[src/rtl/spi_bus_pkg.sv]
// spi_bus_pkg: shared FSM state type and default parameters for the shared SPI bus master
package spi_bus_pkg;
  localparam int N_CH_DEF    = 2;
  localparam int DATA_W_DEF  = 8;
  localparam int CLK_DIV_DEF = 2;
  typedef enum logic [1:0] {IDLE, SETUP, SHIFT, DONE} state_t;
endpackage

[src/rtl/rr_arbiter.sv]
// rr_arbiter: round-robin grant, searching from the channel after the last accepted one
module rr_arbiter #(
  parameter int N_CH = 2,
  localparam int IW = N_CH > 1 ? $clog2(N_CH) : 1
)(
  input  logic            clk,
  input  logic            rstn,
  input  logic [N_CH-1:0] req,
  input  logic            accept,
  output logic [N_CH-1:0] grant,
  output logic [IW-1:0]   gidx,
  output logic            any
);
  logic [IW-1:0] start_q, start_d;
  always_comb begin
    grant = '0;
    gidx  = '0;
    any   = 1'b0;
    for (int k = 0; k < N_CH; k++) begin
      if (!any && req[(int'(start_q) + k) % N_CH]) begin
        any  = 1'b1;
        gidx = IW'((int'(start_q) + k) % N_CH);
      end
    end
    grant[gidx] = any;
    start_d = (gidx == IW'(N_CH - 1)) ? '0 : gidx + IW'(1);
  end
  always_ff @(posedge clk or negedge rstn) begin
    if (!rstn) start_q <= '0;
    else if (accept) start_q <= start_d;
  end
endmodule

[src/rtl/spi_shared_bus.sv]
// spi_shared_bus: mode-0 SPI master sharing sclk/mosi across N_CH round-robin arbitrated slaves
module spi_shared_bus
  import spi_bus_pkg::*;
#(
  parameter int N_CH    = N_CH_DEF,
  parameter int DATA_W  = DATA_W_DEF,
  parameter int CLK_DIV = CLK_DIV_DEF
)(
  input  logic                   clk,
  input  logic                   rstn,
  input  logic [N_CH-1:0]        req_valid,
  output logic [N_CH-1:0]        req_ready,
  input  logic [N_CH*DATA_W-1:0] req_wdata,
  output logic [N_CH-1:0]        rsp_valid,
  output logic [DATA_W-1:0]      rsp_rdata,
  output logic                   sclk,
  output logic                   mosi,
  output logic [N_CH-1:0]        ss_n,
  input  logic [N_CH-1:0]        miso,
  output logic                   busy
);
  localparam int IW = N_CH > 1 ? $clog2(N_CH) : 1;
  localparam int DW = CLK_DIV > 1 ? $clog2(CLK_DIV) : 1;
  localparam int HW = $clog2(2 * DATA_W);
  state_t            state_q, state_d;
  logic [IW-1:0]     ch_q, ch_d, gidx;
  logic [DW-1:0]     div_q, div_d;
  logic [HW-1:0]     half_q, half_d;
  logic [DATA_W-1:0] tx_q, tx_d, rx_q, rx_d, rdata_q, rdata_d;
  logic [N_CH-1:0]   ss_n_q, ss_n_d, rsp_q, rsp_d, grant;
  logic              sclk_q, sclk_d, mosi_q, mosi_d, any, last_div, rise, fall;
  rr_arbiter #(.N_CH(N_CH)) u_arb (
    .clk    (clk),
    .rstn   (rstn),
    .req    (req_valid),
    .accept (state_q == IDLE && any),
    .grant  (grant),
    .gidx   (gidx),
    .any    (any)
  );
  always_comb begin
    state_d  = state_q;
    ch_d     = ch_q;
    div_d    = div_q;
    half_d   = half_q;
    tx_d     = tx_q;
    rx_d     = rx_q;
    rdata_d  = rdata_q;
    last_div = div_q == DW'(CLK_DIV - 1);
    case (state_q)
      IDLE: if (any) begin
        state_d = SETUP;
        ch_d    = gidx;
        div_d   = '0;
        tx_d    = req_wdata[int'(gidx)*DATA_W +: DATA_W];
      end
      SETUP: begin
        div_d = last_div ? '0 : div_q + DW'(1);
        if (last_div) begin
          state_d = SHIFT;
          half_d  = '0;
        end
      end
      SHIFT: begin
        div_d = last_div ? '0 : div_q + DW'(1);
        if (last_div) begin
          if (half_q == HW'(2*DATA_W - 1)) state_d = DONE;
          else half_d = half_q + HW'(1);
        end
      end
      default: state_d = IDLE;
    endcase
    // even half-periods are sclk high, so SHIFT opens on a rising edge
    sclk_d = state_d == SHIFT && !half_d[0];
    rise   = sclk_d && !sclk_q;
    fall   = !sclk_d && sclk_q && state_d == SHIFT && half_d != HW'(2*DATA_W - 1);
    rx_d   = rise ? DATA_W'({rx_q, miso[ch_q]}) : rx_d;
    tx_d   = fall ? DATA_W'({tx_q, 1'b0}) : tx_d;
    mosi_d = (state_d == SETUP || state_d == SHIFT) ? tx_d[DATA_W-1] : 1'b0;
    ss_n_d = '1;
    if (state_d == SETUP || state_d == SHIFT) ss_n_d[ch_d] = 1'b0;
    rsp_d = '0;
    if (state_d == DONE) begin
      rsp_d[ch_q] = 1'b1;
      rdata_d     = rx_q;
    end
  end
  always_ff @(posedge clk or negedge rstn) begin
    if (!rstn) begin
      state_q <= IDLE;
      ch_q    <= '0;
      div_q   <= '0;
      half_q  <= '0;
      tx_q    <= '0;
      rx_q    <= '0;
      rdata_q <= '0;
      sclk_q  <= 1'b0;
      mosi_q  <= 1'b0;
      ss_n_q  <= '1;
      rsp_q   <= '0;
    end else begin
      state_q <= state_d;
      ch_q    <= ch_d;
      div_q   <= div_d;
      half_q  <= half_d;
      tx_q    <= tx_d;
      rx_q    <= rx_d;
      rdata_q <= rdata_d;
      sclk_q  <= sclk_d;
      mosi_q  <= mosi_d;
      ss_n_q  <= ss_n_d;
      rsp_q   <= rsp_d;
    end
  end
  // grant is combinational, so mask it while reset holds the bus
  assign req_ready = (rstn && state_q == IDLE) ? grant : '0;
  assign rsp_valid = rsp_q;
  assign rsp_rdata = rdata_q;
  assign sclk      = sclk_q;
  assign mosi      = mosi_q;
  assign ss_n      = ss_n_q;
  assign busy      = state_q != IDLE;
endmodule
[config.mk]
export PLATFORM = sky130hd
export DESIGN_NAME = spi_shared_bus
export DESIGN_NICKNAME = d
export VERILOG_FILES = /design/src/rtl/spi_bus_pkg.sv /design/src/rtl/rr_arbiter.sv /design/src/rtl/spi_shared_bus.sv
export SDC_FILE = /design/constraint.sdc
export NUM_CORES = 1
export LEC_CHECK = 0
export BUFFER_PORTS_ARGS = -buffer_cell sky130_fd_sc_hd__clkbuf_2
export CAP_MARGIN = 20
export CORE_UTILIZATION = 54
export DETAILED_ROUTE_END_ITERATION = 6
export PLACE_DENSITY = 0.88
export SLEW_MARGIN = 10
export SYNTH_ARGS = -nofsm -noshare
export SYNTH_HDL_FRONTEND = slang
export SYNTH_HIERARCHICAL = 1
export SYNTH_SLANG_ARGS = --single-unit
[constraint.sdc]
create_clock -name clk -period 3.22 [get_ports clk]
set_input_delay 0.483 -clock clk [delete_from_list [all_inputs] [get_ports clk]]
set_output_delay 0.483 -clock clk [all_outputs]
set_load 0.02 [all_outputs]
-- Yosys cells after proc, flatten, opt, wreduce, memory -nomap -nowiden
Index checks and enable logic that the tools add are counted.
- bits in registers: 39
- input bits: 22
- output and inout port bits: 17
- logic and storage cells: 100
- reduce and logical (&&, ||, !) cells: 24
- add/sub/neg operators: 4
- order comparisons: 8
- muxes and demuxes: 39
- shift-type cells: 1
- equality and inequality tests: 8
- bitwise gates (word level): 3
- operators with widths (cell ; number):
    two-way mux 8 bit ; 3
    two-way mux 1 bit ; 20
    variable part select 16 x 5 -> 8 bit ; 1
    two-way mux 2 bit ; 7
    two-way mux 4 bit ; 3
    logical AND 1 bit ; 11
    less-than comparator 1 x 2 -> 1 bit (second input constant) ; 4
    case mux 4 bit (2 select lines) ; 1
    nonzero test 2 bit ; 4
    == test 2 bit (second input constant) ; 3
    case mux 2 bit (3 select lines) ; 1
    adder 4 x 1 -> 4 bit (second input constant) ; 1
    == test 2 x 1 -> 1 bit (second input constant) ; 2
    == test 4 bit (second input constant) ; 1
    zero test 1 bit ; 4
    inequality test 4 bit (second input constant) ; 1
    AND reduction 2 bit ; 2
    adder 1 bit (second input constant) ; 3
    demux 1 bit (select 1 bit) ; 3
    >= comparator 1 bit (second input constant) ; 3
    less-than comparator 2 x 3 -> 1 bit (second input constant) ; 1
    AND 2 bit ; 1
    zero test 2 bit ; 1
    inequality test 2 bit (second input constant) ; 1
    other kinds (5) ; 5

-- Logic depth before layout (Yosys ltp)
Gate-level depths: netlist (run 1).
- word-level depth: 17
- depth in mapped cells: 10
- mapped depth without buffers: 10

-- By module
Netlist (run 1), hierarchy kept.
- modules (own cells, without submodules) (module ; cells an instance ; sequential area each (µm²) ; instances ; area each (µm²)):
    spi_shared_bus ; 161 ; 953.4 ; 1 ; 1874.3
    rr_arbiter ; 8 ; 25.0 ; 1 ; 90.1

-- Worst setup path before layout (run 1)
Ideal clock, no wire load.
- path type: input to register
- start: in req_valid[0]
- end: reg mosi_q (netlist: mosi)
- data required time: 3.095 ns
- data arrival time: 2.593 ns
- cell stages on the path: 9
- path slack: 0.502 ns
- cell sequence: or2_1 -> nand2_1 -> clkbuf_1 -> clkbuf_1 -> a31o_2 -> ha_1 -> nand2_1 -> a311oi_4 -> mux2_2
- cells in the longest elaborated chain, start to end: 16
- ends and longest elaborated chain (item ; line ; RTL):
    from (decl) ; spi_shared_bus.sv:11 ; input logic [N_CH-1:0] req_valid,
    two-way mux 1 bit (implied by the code) (2 in a row) ; rr_arbiter.sv:20 ; if (!any && req[(int'(start_q) + k) % N_CH]) begin
    two-way mux 1 bit ; rr_arbiter.sv:20 ;
    zero test 1 bit ; rr_arbiter.sv:20 ;
    logical AND 1 bit ; rr_arbiter.sv:20 ;
    two-way mux 1 bit ; rr_arbiter.sv:20 ;
    two-way mux 2 bit ; spi_shared_bus.sv:51 ; IDLE: if (any) begin
    case mux 2 bit (3 select lines) ; spi_shared_bus.sv:50 ; case (state_q)
    == test 2 bit ; spi_shared_bus.sv:74, spi_shared_bus.sv:76, spi_shared_bus.sv:79 ;
    logical AND 1 bit ; spi_shared_bus.sv:74 ; sclk_d = state_d == SHIFT && !half_d[0];
    zero test 1 bit ; spi_shared_bus.sv:76 ; fall = !sclk_d && sclk_q && state_d == SHIFT && half_d != HW'(2*DATA_W - 1);
    logical AND 1 bit (3 in a row) ; spi_shared_bus.sv:76 ;
    two-way mux 8 bit ; spi_shared_bus.sv:78 ; tx_d = fall ? DATA_W'({tx_q, 1'b0}) : tx_d;
    two-way mux 1 bit * ; spi_shared_bus.sv:79 ; mosi_d = (state_d == SETUP || state_d == SHIFT) ? tx_d[DATA_W-1] : 1'b0;
    via mosi_d ; spi_shared_bus.sv:31 ; logic sclk_q, sclk_d, mosi_q, mosi_d, any, last_div, rise, fall;
    to (signal assigned) ; spi_shared_bus.sv:110 ; mosi_q <= mosi_d;
    to (decl) ; spi_shared_bus.sv:31 ;
Mark *: on every way through the listed nets, which the timed path passes. The rest lies on a longest branch. The select of a mux whose other input is x is not followed.
A chain may end at the register's enable or synchronous reset.

-- Worst setup path after layout (run 1)
- start: reg state_q[0]
- end: reg tx_q[1]
- cells in the longest elaborated chain, start to end: 11
- ends and longest elaborated chain (item ; line ; RTL):
    from (decl) ; spi_shared_bus.sv:25 ; state_t state_q, state_d;
    from (signal assigned) ; spi_shared_bus.sv:102 ; state_q <= state_d;
    two-way mux 2 bit ; spi_shared_bus.sv:67 ; if (half_q == HW'(2*DATA_W - 1)) state_d = DONE;
    two-way mux 2 bit ; spi_shared_bus.sv:66 ; if (last_div) begin
    case mux 2 bit (3 select lines) ; spi_shared_bus.sv:50 ;
    == test 2 bit ; spi_shared_bus.sv:74, spi_shared_bus.sv:76 ;
    logical AND 1 bit ; spi_shared_bus.sv:74 ;
    zero test 1 bit ; spi_shared_bus.sv:76 ;
    logical AND 1 bit (3 in a row) ; spi_shared_bus.sv:76 ;
    nonzero test 2 bit (no source line) ; n/a ;
    AND reduction 2 bit (no source line) ; n/a ;
    to (signal assigned) ; spi_shared_bus.sv:106 ; tx_q <= tx_d;
    to (decl) ; spi_shared_bus.sv:29 ; logic [DATA_W-1:0] tx_q, tx_d, rx_q, rx_d, rdata_q, rdata_d;
Parallel ways exist; a longest one is shown, timed or not.

==> impl_results.md, run 1 <==
* Synth Area per Inst at 11.62 sq um
* I/O pins at 39
* Residual DRC at 0
* Maximum capacitance violations at 0
* Chip height at 62.32 microns
* Layout cells sized above 1 at 39.44%
* Finish-stage setup viols at 0
* CTS resizes at 0
* Vias in the first global route at 1381
* Kind of critical path: reg -> reg
* Worst Tran Pin Value at 0.6131 ns
* # fillers at 244
* Mux share of post-synthesis cell area at 18.92%
* Critical Path Source Type: register
* Die width at 62.32 microns
* CTS sink count at 39
* RSZ-0062 raised after global routing: false
* Fmax at 365.5 MHz
* Yosys reg bits at 39
* Pwr Density at 961.6 nW/um^2
* H-Tree Depth at 2
* Outcome: complete, no violations
* Largest net degree at the start of global routing at 39
* Most frequent cells in the layout: clkbuf_2 (38), dfrtp_1 (37), mux2_2 (25), nand2_1 (14), o21ai_0 (14)
* Final period utilization at 84.97%
* Peak supply drop at 0.4461 mV
* Hpwl dp at 2539 microns
* Max_slew headroom at 58.95%
* EDFF count, synth at 0
* Post-Synth Adder-Cell Area at 5.096%
* Initial Utilization at 57.51%
* Die area at 3883 sq um
* WL per Instance at 13.21 microns
* FP Rows at 21
* FF/Latch Area at 978.4 sq um
* Netlist cell types at 36
* Syn nets at 199
* GP Congestion at 0.8353
* I/O Buffers at 38
* Total Routing Usage GR at 20.36%
* CTS root buffer: clkbuf_4
* Standby leakage power at 1.104 nW
* Final net count at 242
* Setup TNS at 0 ns
* First-pass GRT wire length at 6134 microns
* Vias at 1377
* Num CTS Buffers at 5
* Synth async-reset ratio at 100.0%
* Synth Area in Simple Gates at 13.57%
* Tmin final at 2.736 ns
* Synth Area in XOR/XNOR at 0%
* Area delta synth->final at 16.88%
* Synth Flop Type: dfrtp_1
* Finished Layout Cells at 259
* Drt total wl at 3421 microns
* Worst Path Arrival at 2.97 ns
* Most common cell after layout, fill and taps aside: clkbuf_2
* Post-Synthesis Cell Area at 1964 sq um
* Vias per cell at 5.317
* Grt total ovfl at 0
* Placed cells at 250
* Worst-path clk slew at 0.12 ns
* Worst setup EP type: register
* Detailed Route Iter0 Violations at 42
* CP required at 3.46 ns
* Antenna diode count at 0
* Crit-path cells: inv_1 > ha_1 > nand2_1 > or4b_1 > and3_4 > a311oi_4 > mux2_2
* Core area at 3416 sq um
* Number of max-slew violations in the final report at 0
* Post-route ant nets at 0
* Slowest-stage cell, CP: or4b_1
* Clk_lat worst skew at 0.35 ns
* Crit path buf inv count at 1
* CP top delay family: simple AND/OR/NAND/NOR gates
* Area of the multi-input gates at 925.9 sq um
* Synth Instances at 169
* Fin worst setup slack at 0.4839 ns
* Deepest clock path buffer count at 2
* Largest family of logic cells by synthesized area: multiplexers
* HP Class: in -> reg
* TritonCTS clock tree: yes
* Compound-gate portion of the synthesized area at 9.554%
* Pre-CTS setup slack at 0.5432 ns
* Synth Warn # at 6
* Register area share after synthesis at 49.81%
* Clock Skews at 0.01116 ns
* Final hold viol count at 0
* Initial antenna violation count at 0
* Slowest stage delay, CP at 0.48 ns
* CP max FO at 9
* TritonRoute pass-1 iters at 4
[path summary, 6_finish.rpt]
path / start / cells past startpoint / to / slack (ns)
setup / recovery: state_q[0]$_DFF_PN0_ / 7 / tx_q[1]$_DFFE_PN0P_ / 0.48
hold / removal: req_valid[1] / 2 / u_arb/start_q$_DFFE_PN0P_ / 0.38
setup reg to reg: state_q[0]$_DFF_PN0_ / 7 / tx_q[1]$_DFFE_PN0P_ / 0.48
hold reg to reg: rsp_rdata[3]$_DFFE_PN0N_ / 1 / rsp_rdata[3]$_DFFE_PN0N_ / 0.52
max in group asynchronous: rstn / 3 / ss_n[0]$_DFF_PN1_ / 2.08
min in group asynchronous: rstn / 2 / div_q$_DFFE_PN0P_ / 0.46
[power breakdown]
| group | internal [mW] | switching, mW |
|---|---|---|
| Combinational | 0.477 | 0.538 |
| Clock | 0.163 | 0.163 |
| Sequential | 0.719 | 0.148 |
| Total | 1.36 | 0.849 |
[cells by family (layout without fill, tap and decap cells)]
kind of cell | count (synthesis) | after routing
flip-flops | 39 | 39
multiplexers | 34 | 34
AND/OR/NAND/NOR | 47 | 47
buffers and inverters | 15 | 59
AO/OA/AOI/OAI | 26 | 26
adder cells (fa/ha/maj) | 8 | 8
[metal layers]
metal  vias up  GRT usage, %  wire length (microns)
met5         -             0                      0
met2        34         32.28                   1646
met1       655         26.16                   1545
met4         0         9.884                    113
li1        679             -                      -
met3         9         4.963                    115
[flip-flops by register name, summed over array words and instances (netlist names)]
name,flops
ch_q,1
div_q,1
half_q,4
mosi,1
rsp_rdata,8
rsp_valid,2
rx_q,8
sclk,1
ss_n,2
state_q,2
tx_q,8
u_arb/start_q,1
[worst reg2reg max path, cell delays in order, from the launching register on]
cell,delay (ns)
dfrtp_1,0.41
inv_1,0.10
ha_1,0.42
nand2_1,0.12
or4b_1,0.48
and3_4,0.21
a311oi_4,0.48
mux2_2,0.40
[timing repair]
| action | CTS | global route |
|---|---|---|
| hold buffers | 1 | 0 |
| setup endpoints to repair | 0 | 0 |
| hold endpoints to repair | 1 | 0 |
| buffers inserted | 0 | 0 |
[synth_stat cells (2+ instances only)]
| master | count | share of area, % |
|---|---|---|
| nor2_1 | 7 | 1.3 |
| dfrtp_1 | 37 | 47 |
| nor2b_1 | 4 | 1.3 |
| nand3_1 | 2 | 0.51 |
| clkbuf_1 | 4 | 0.76 |
| mux2i_1 | 9 | 4.6 |
| and2_1 | 3 | 0.96 |
| nand2_1 | 14 | 2.7 |
| nand4_1 | 2 | 0.64 |
| dfstp_2 | 2 | 2.7 |
| and3_1 | 2 | 0.64 |
| mux2_2 | 25 | 14 |
| o21ai_0 | 14 | 3.6 |
| inv_1 | 10 | 1.9 |
| a21oi_1 | 3 | 0.76 |
| ha_1 | 8 | 5.1 |
| and3_4 | 2 | 1.1 |
| nor3_1 | 2 | 0.51 |
| o211ai_1 | 2 | 0.76 |
[cell type report]
cell class | count | share of cell area, %
Clock inverter | 3 | 1.907
Clock buffer | 5 | 1.635
Inverter | 10 | 1.635
Multi-Input combinational cell | 115 | 40.33
Timing Repair Buffer | 41 | 9.373
Sequential cell | 39 | 42.62
Tap cell | 46 | 2.507
[per-stage QoR]
stage	hold WS [ns]	utilization [%]	cell area, sq um	power [mW]
floorplan	0.1874	-	1964	1.627
global placement	0.2953	64.54	2205	1.851
CTS	0.3723	67.22	2296	2.226
global route	0.3692	67.22	2296	2.383
finish	0.3812	67.22	2296	2.208
detailed placement	0.2948	64.54	2205	1.896
No activity file was read; power rests on OpenSTA's default activity.
==> run 2: changes to the inputs <==
ABC_AREA = 1   (was not set)
CORE_UTILIZATION = 55   (was 54)
PLACE_DENSITY = 0.89   (was 0.88)
clock period = 2.8 ns   (was 3.22 ns; I/O delays follow)
==> run 2 against run 1 <==
Die area rose by 6.4%; power increased by 27%; combinational power up 32%; fmax rose by 15%; setup slack worse by 0.060 ns; sequential share of layout area shrank 3.0 points; cell area is 7.6% higher; first-iteration DRC count grew 140%; critical path depth grew 7; register-to-register slack lost 0.06 ns; global-route usage rose by 1.4 points; critical endpoint is now mosi$_DFF_PN0_; largest power group unchanged.
==> impl_results.md, run 2 <==
* Outcome: complete, no violations
* Slowest-stage cell, CP: dfrtp_1
* CP dominant cell by count: nand2_1
* Largest net degree at the start of global routing at 22
* Initial antenna violation count at 0
* Peak supply drop at 0.6318 mV
* Critical path depth at 14
* Vias in the first global route at 1618
* Hpwl dp at 3063 microns
* Fin worst setup slack at 0.4236 ns
* Num CTS Buffers at 5
* Standby leakage power at 1.361 nW
* Register area share after synthesis at 45.87%
* Residual DRC at 0
* Critical Path Source Type: register
* Setup TNS at 0 ns
* CP max FO at 13
* Clock Skews at 0.009579 ns
* CP required at 2.99 ns
* Synth top area share at 43.40%
* HP Class: in -> async
* Layout cells sized above 1 at 26.21%
* Final period utilization at 84.87%
* Placed Area at 2352 sq um
* Grt total ovfl at 0
* Most common cell after layout, fill and taps aside: nand2_1
* Worst Tran Pin Value at 0.5074 ns
* Pwr Density at 1134 nW/um^2
* I/O pins at 39
* I/O Buffers at 38
* CP Capture Point: mosi$_DFF_PN0_
* Vias per cell at 5.044
* RR Endpoint: mosi$_DFF_PN0_
* Die area at 4132 sq um
* Tmin final at 2.376 ns
* RSZ-0062 raised after global routing: false
* Kind of critical path: reg -> reg
* CTS Hold Bufs at 0
* Design Area, Final at 2470 sq um
* TritonRoute pass-1 iters at 4
* Finish-stage setup viols at 0
* Netlist cell types at 33
* Die width at 64.28 microns
* Yosys reg bits at 39
* Vias at 1705
* Post-Synthesis Cell Area at 2133 sq um
* Worst setup EP type: register
* Chip height at 64.28 microns
* Synth Flop Type: dfrtp_1
* Synth cell count leaders: nand2_1 (65), dfrtp_1 (37), inv_1 (35)
* FP Rows at 22
* Synth Instances at 248
* Antenna diode count at 0
* EDFF count, synth at 0
* Initial Utilization at 57.84%
* Total Routing Usage GR at 21.78%
* WL per Instance at 11.82 microns
* First-pass GRT wire length at 6920 microns
* CTS resizes at 0
* Postcts setup bufs at 0
* Max_slew headroom at 66.18%
* Top cells by area, synth: dfrtp_1 (43%), nand2_1 (11%), inv_1 (6.2%), ha_1 (4.7%), o21ai_0 (3.8%)
* Drt total wl at 3994 microns
* R2R Setup Slk at 0.42 ns
* Worst R2R Start: state_q[0]$_DFF_PN0_
* Maximum capacitance violations at 0
* Synth Area per Inst at 8.602 sq um
* Syn nets at 278
* CTS root buffer: clkbuf_8
* CP top delay family: simple AND/OR/NAND/NOR gates
* Worst Path Arrival at 2.57 ns
* Slowest stage delay, CP at 0.42 ns
* Final hold viol count at 0
* Pre-CTS setup slack at 0.4396 ns
* Crit-path cells: inv_1 > ha_1 > nand2_1 > inv_1 > o22ai_1 > a21oi_1 > inv_1 > ha_1 > nand2_1 > nor2_8 > nand2_4 > nand2_1 > nand2_1 > nor2_1
* Deepest clock path buffer count at 2
* Most frequent cells in the layout: nand2_1 (65), clkbuf_2 (38), dfrtp_1 (37), inv_1 (35), nor2_1 (17)
* Final net count at 319
* Clk_lat worst skew at 0.29 ns
* Synth Warn # at 6
* Core area at 3689 sq um
* Worst-path clk slew at 0.08 ns
* Detailed Route Iter0 Violations at 100
* Post-route ant nets at 0
* Count leader, synth: nand2_1
* H-Tree Depth at 2
* TritonCTS clock tree: yes
* Critical Path Source: state_q[0]$_DFF_PN0_
* Worst R2R Path Depth at 14
* Crit path buf inv count at 3
* Number of max-slew violations in the final report at 0
* Synth async-reset ratio at 100.0%
* Post-synth top area cell: dfrtp_1
* Fmax at 420.8 MHz
* Area delta synth->final at 15.78%
* CTS sink count at 39
* GP Congestion at 0.8402
run 2: kinds of logic after synthesis:
family                   after synthesis  share of synthesized area (%)
AND/OR/NAND/NOR                      122                          29.38
multiplexers                           1                         0.4692
buffers and inverters                 42                          8.622
AO/OA/AOI/OAI                         36                          10.97
flip-flops                            39                          45.87
adder cells (fa/ha/maj)                8                          4.692
run 2: stage by stage:
step	instances	total power [mW]	hold slack, ns	util [%]
after floorplan	248	2.035	0.1244	-
after global routing	338	3.043	0.1005	66.96
after CTS	338	2.821	0.08811	66.96
after detailed placement	330	2.331	0.4116	63.77
after global placement	330	2.285	0.4099	63.77
final	338	2.801	0.08422	66.96
run 2: area by class of cell:
type | instances | area, sq um
tap | 48 | 60.06
clock inverter | 2 | 35.03
sequential | 39 | 978.4
timing repair buffer | 40 | 205.2
fill | 310 | 1219
inverter | 36 | 137.6
multi-input combinational | 167 | 970.9
clock buffer | 6 | 82.58
run 2: power breakdown:
part,internal (mW),switching (mW)
clock network,0.288,0.190
logic,0.470,0.861
registers,0.824,0.168
run 2: worst min path at each step:
stage | cells past startpoint | slack, ns | start | end
global route | 1 | 0.10 | rstn | ch_q$_DFF_PN0_
CTS | 1 | 0.09 | rstn | state_q[0]$_DFF_PN0_
detailed placement | 1 | 0.41 | rstn | state_q[0]$_DFF_PN0_
global placement | 1 | 0.41 | rstn | ch_q$_DFF_PN0_
finish | 1 | 0.08 | rstn | state_q[0]$_DFF_PN0_
floorplan | 0 | 0.12 | rstn | ch_q$_DFF_PN0_
run 2: metal layers:
layer  part of all wire, %  global-route usage, %  routed length (microns)  vias to the layer above
met3                   3.1                  5.714                      125                        8
met5                     0                      0                        0                        -
met2                    51                  38.42                     2038                       27
met4                   1.5                  6.667                       60                        0
li1                      -                      -                        -                      862
met1                    44                  25.66                     1770                      808
==> run 3: changes to the inputs <==
clock period = 2.2 ns   (was 2.8 ns; I/O delays follow)
==> run 3 against run 2 <==
Sequential cell count stayed put; power is 37% higher; count of clock-buffer cells in the layout stayed put; non-clock buffer count is 8 higher; largest power group unchanged; die area stayed put.
==> impl_results.md, run 3 (synthesized netlist as in run 2, its figures left out) <==
* Outcome: complete, no violations
* Deepest clock path buffer count at 2
* Chip height at 64.28 microns
* CP top delay family: simple AND/OR/NAND/NOR gates
* Design Area, Final at 2582 sq um
* Placed Area at 2420 sq um
* Min Hold Slack at 0.1366 ns
* Slowest stage delay, CP at 0.41 ns
* Worst R2R Start: state_q[0]$_DFF_PN0_
* GP Congestion at 0.8514
* FF/Latch Area at 978.4 sq um
* Die area at 4132 sq um
* Detailed Route Iter0 Violations at 112
* Final hold viol count at 0
* I/O Buffers at 38
* RR Endpoint: tx_q[7]$_DFF_PN0_
* TritonRoute pass-1 iters at 4
* CTS Hold Bufs at 0
* Finished Layout Cells at 346
* CP required at 2.40 ns
* Final net count at 327
* Total Routing Usage GR at 23.82%
* Die width at 64.28 microns
* Residual DRC at 0
* RSZ-0062 raised after global routing: true
* Vias per cell at 5.026
* Fmax at 473.0 MHz
* TritonCTS clock tree: yes
* Layout cells sized above 1 at 31.88%
* Worst-path clk slew at 0.08 ns
* Grt total ovfl at 0
* Placed cells at 337
* # fillers at 296
* Finish-stage setup viols at 0
* Cell Int Power at 2.173 mW
* Sw Share at 43.26%
* R2R Setup Slk at 0.09 ns
* Vias in the first global route at 1629
* Worst setup EP type: register
* Largest net degree at the start of global routing at 40
* Max_slew headroom at 67.76%
* FP Rows at 22
* Worst Path Arrival at 2.31 ns
* Final period utilization at 96.09%
* Post-route ant nets at 0
* Slowest-stage cell, CP: dfrtp_1
* H-Tree Depth at 2
* Pwr Density at 1483 nW/um^2
* Crit-path cells: inv_1 > buf_4 > ha_2 > nand2_1 > a21oi_2 > inv_1 > ha_1 > nand2_2 > nor2_8 > nand2_4 > nand2_1 > nand2_1 > inv_1
* Hpwl dp at 3129 microns
* Vias at 1739
* Initial antenna violation count at 0
* Area delta synth->final at 21.06%
* Area of the multi-input gates at 1011 sq um
* Most frequent cells in the layout: nand2_1 (63), clkbuf_2 (38), dfrtp_1 (37), inv_1 (33), nor2_1 (17)
* I/O pins at 39
* Standby leakage power at 1.406 nW
* Clock power share at 16.1%
* Core area at 3689 sq um
* First-pass GRT wire length at 7369 microns
* Critical path depth at 13
* CTS root buffer: clkbuf_8
* WL per Instance at 12.81 microns
* Gate power share at 51.2%
* Num CTS Buffers at 5
* Clock Skews at 0.005108 ns
* Kind of critical path: reg -> reg
* HP Class: in -> async
* Clk_lat worst skew at 0.30 ns
* Critical Path Source: state_q[0]$_DFF_PN0_
* Most common cell after layout, fill and taps aside: nand2_1
* Number of max-slew violations in the final report at 0
* Critical Path Source Type: register
* Drt total wl at 4432 microns
* Total power draw at 3.829 mW
* Seq pwr share at 32.7%
* Tmin final at 2.114 ns
* Peak supply drop at 0.8891 mV
* Maximum capacitance violations at 0
* Antenna diode count at 0
* Post-layout util at 70.01%
* Worst Tran Pin Value at 0.4836 ns
* CP max FO at 13
* Crit path buf inv count at 4
* Worst R2R Path Depth at 13
* Initial Utilization at 57.84%
* CTS sink count at 39
* CP Capture Point: tx_q[7]$_DFF_PN0_
* NetSw at 1.656 mW
[run 3: cell types whose count changed in the layout (fill, tap and decap cells not counted), moves of 2 or more]
cell / delta
nand2_1: -2
a21oi_2: +2
ha_2: +2
inv_2: +2
a21oi_1: -2
nand2_2: +2
buf_4: +7
inv_1: -2
ha_1: -3
[run 3: how the worst min path moves through the flow]
stage                                endpoint  slack (ns)  start
after floorplan                ch_q$_DFF_PN0_        0.03   rstn
after global placement    half_q[2]$_DFF_PN0_        0.46   rstn
after detailed placement  half_q[3]$_DFF_PN0_        0.47   rstn
after CTS                   div_q$_DFFE_PN0P_        0.15   rstn
after global routing      half_q[1]$_DFF_PN0_        0.17   rstn
final                     half_q[1]$_DFF_PN0_        0.14   rstn
[run 3: final cells by class]
cell class / count / share of cell area, %
clock buffers: 6 / 3.198
clock inverters: 2 / 1.357
inverters: 36 / 5.329
multi-input cells: 167 / 39.15
flip-flops and latches: 39 / 37.89
well taps: 48 / 2.326
repair buffers: 48 / 10.76
[run 3: power groups by stage]
stage	Clock [mW]	Sequential (mW)	Combinational (mW)
2_1_floorplan	0	1.33	1.26
3_3_place_gp	0	1.24	1.79
3_5_place_dp	0	1.26	1.84
4_1_cts	0.625	1.25	1.87
5_1_grt	0.665	1.29	2.20
6_report	0.616	1.25	1.96
[run 3: stage by stage]
| step | worst slack [ns] | TNS [ns] |
|---|---|---|
| floorplan | 0.03411 | 0 |
| global placement | 0.1330 | 0 |
| detailed placement | -0.005501 | -0.01043 |
| CTS | 0.01476 | 0 |
| global route | -0.04401 | -0.2186 |
| finish | 0.08601 | 0 |
[run 3: repair_timing]
item	CTS	global route
gates resized for setup	1	10
setup endpoints to repair	6	19
buffers inserted	0	1
pin swaps	0	2
[run 3: layer usage]
layer | GRT usage, % | vias up | part of all wire [%]
li1 | - | 880 | -
met1 | 30.85 | 819 | 44
met2 | 38.42 | 27 | 50
met3 | 5.714 | 13 | 3.1
met4 | 9.167 | 0 | 2.6
met5 | 0 | - | 0
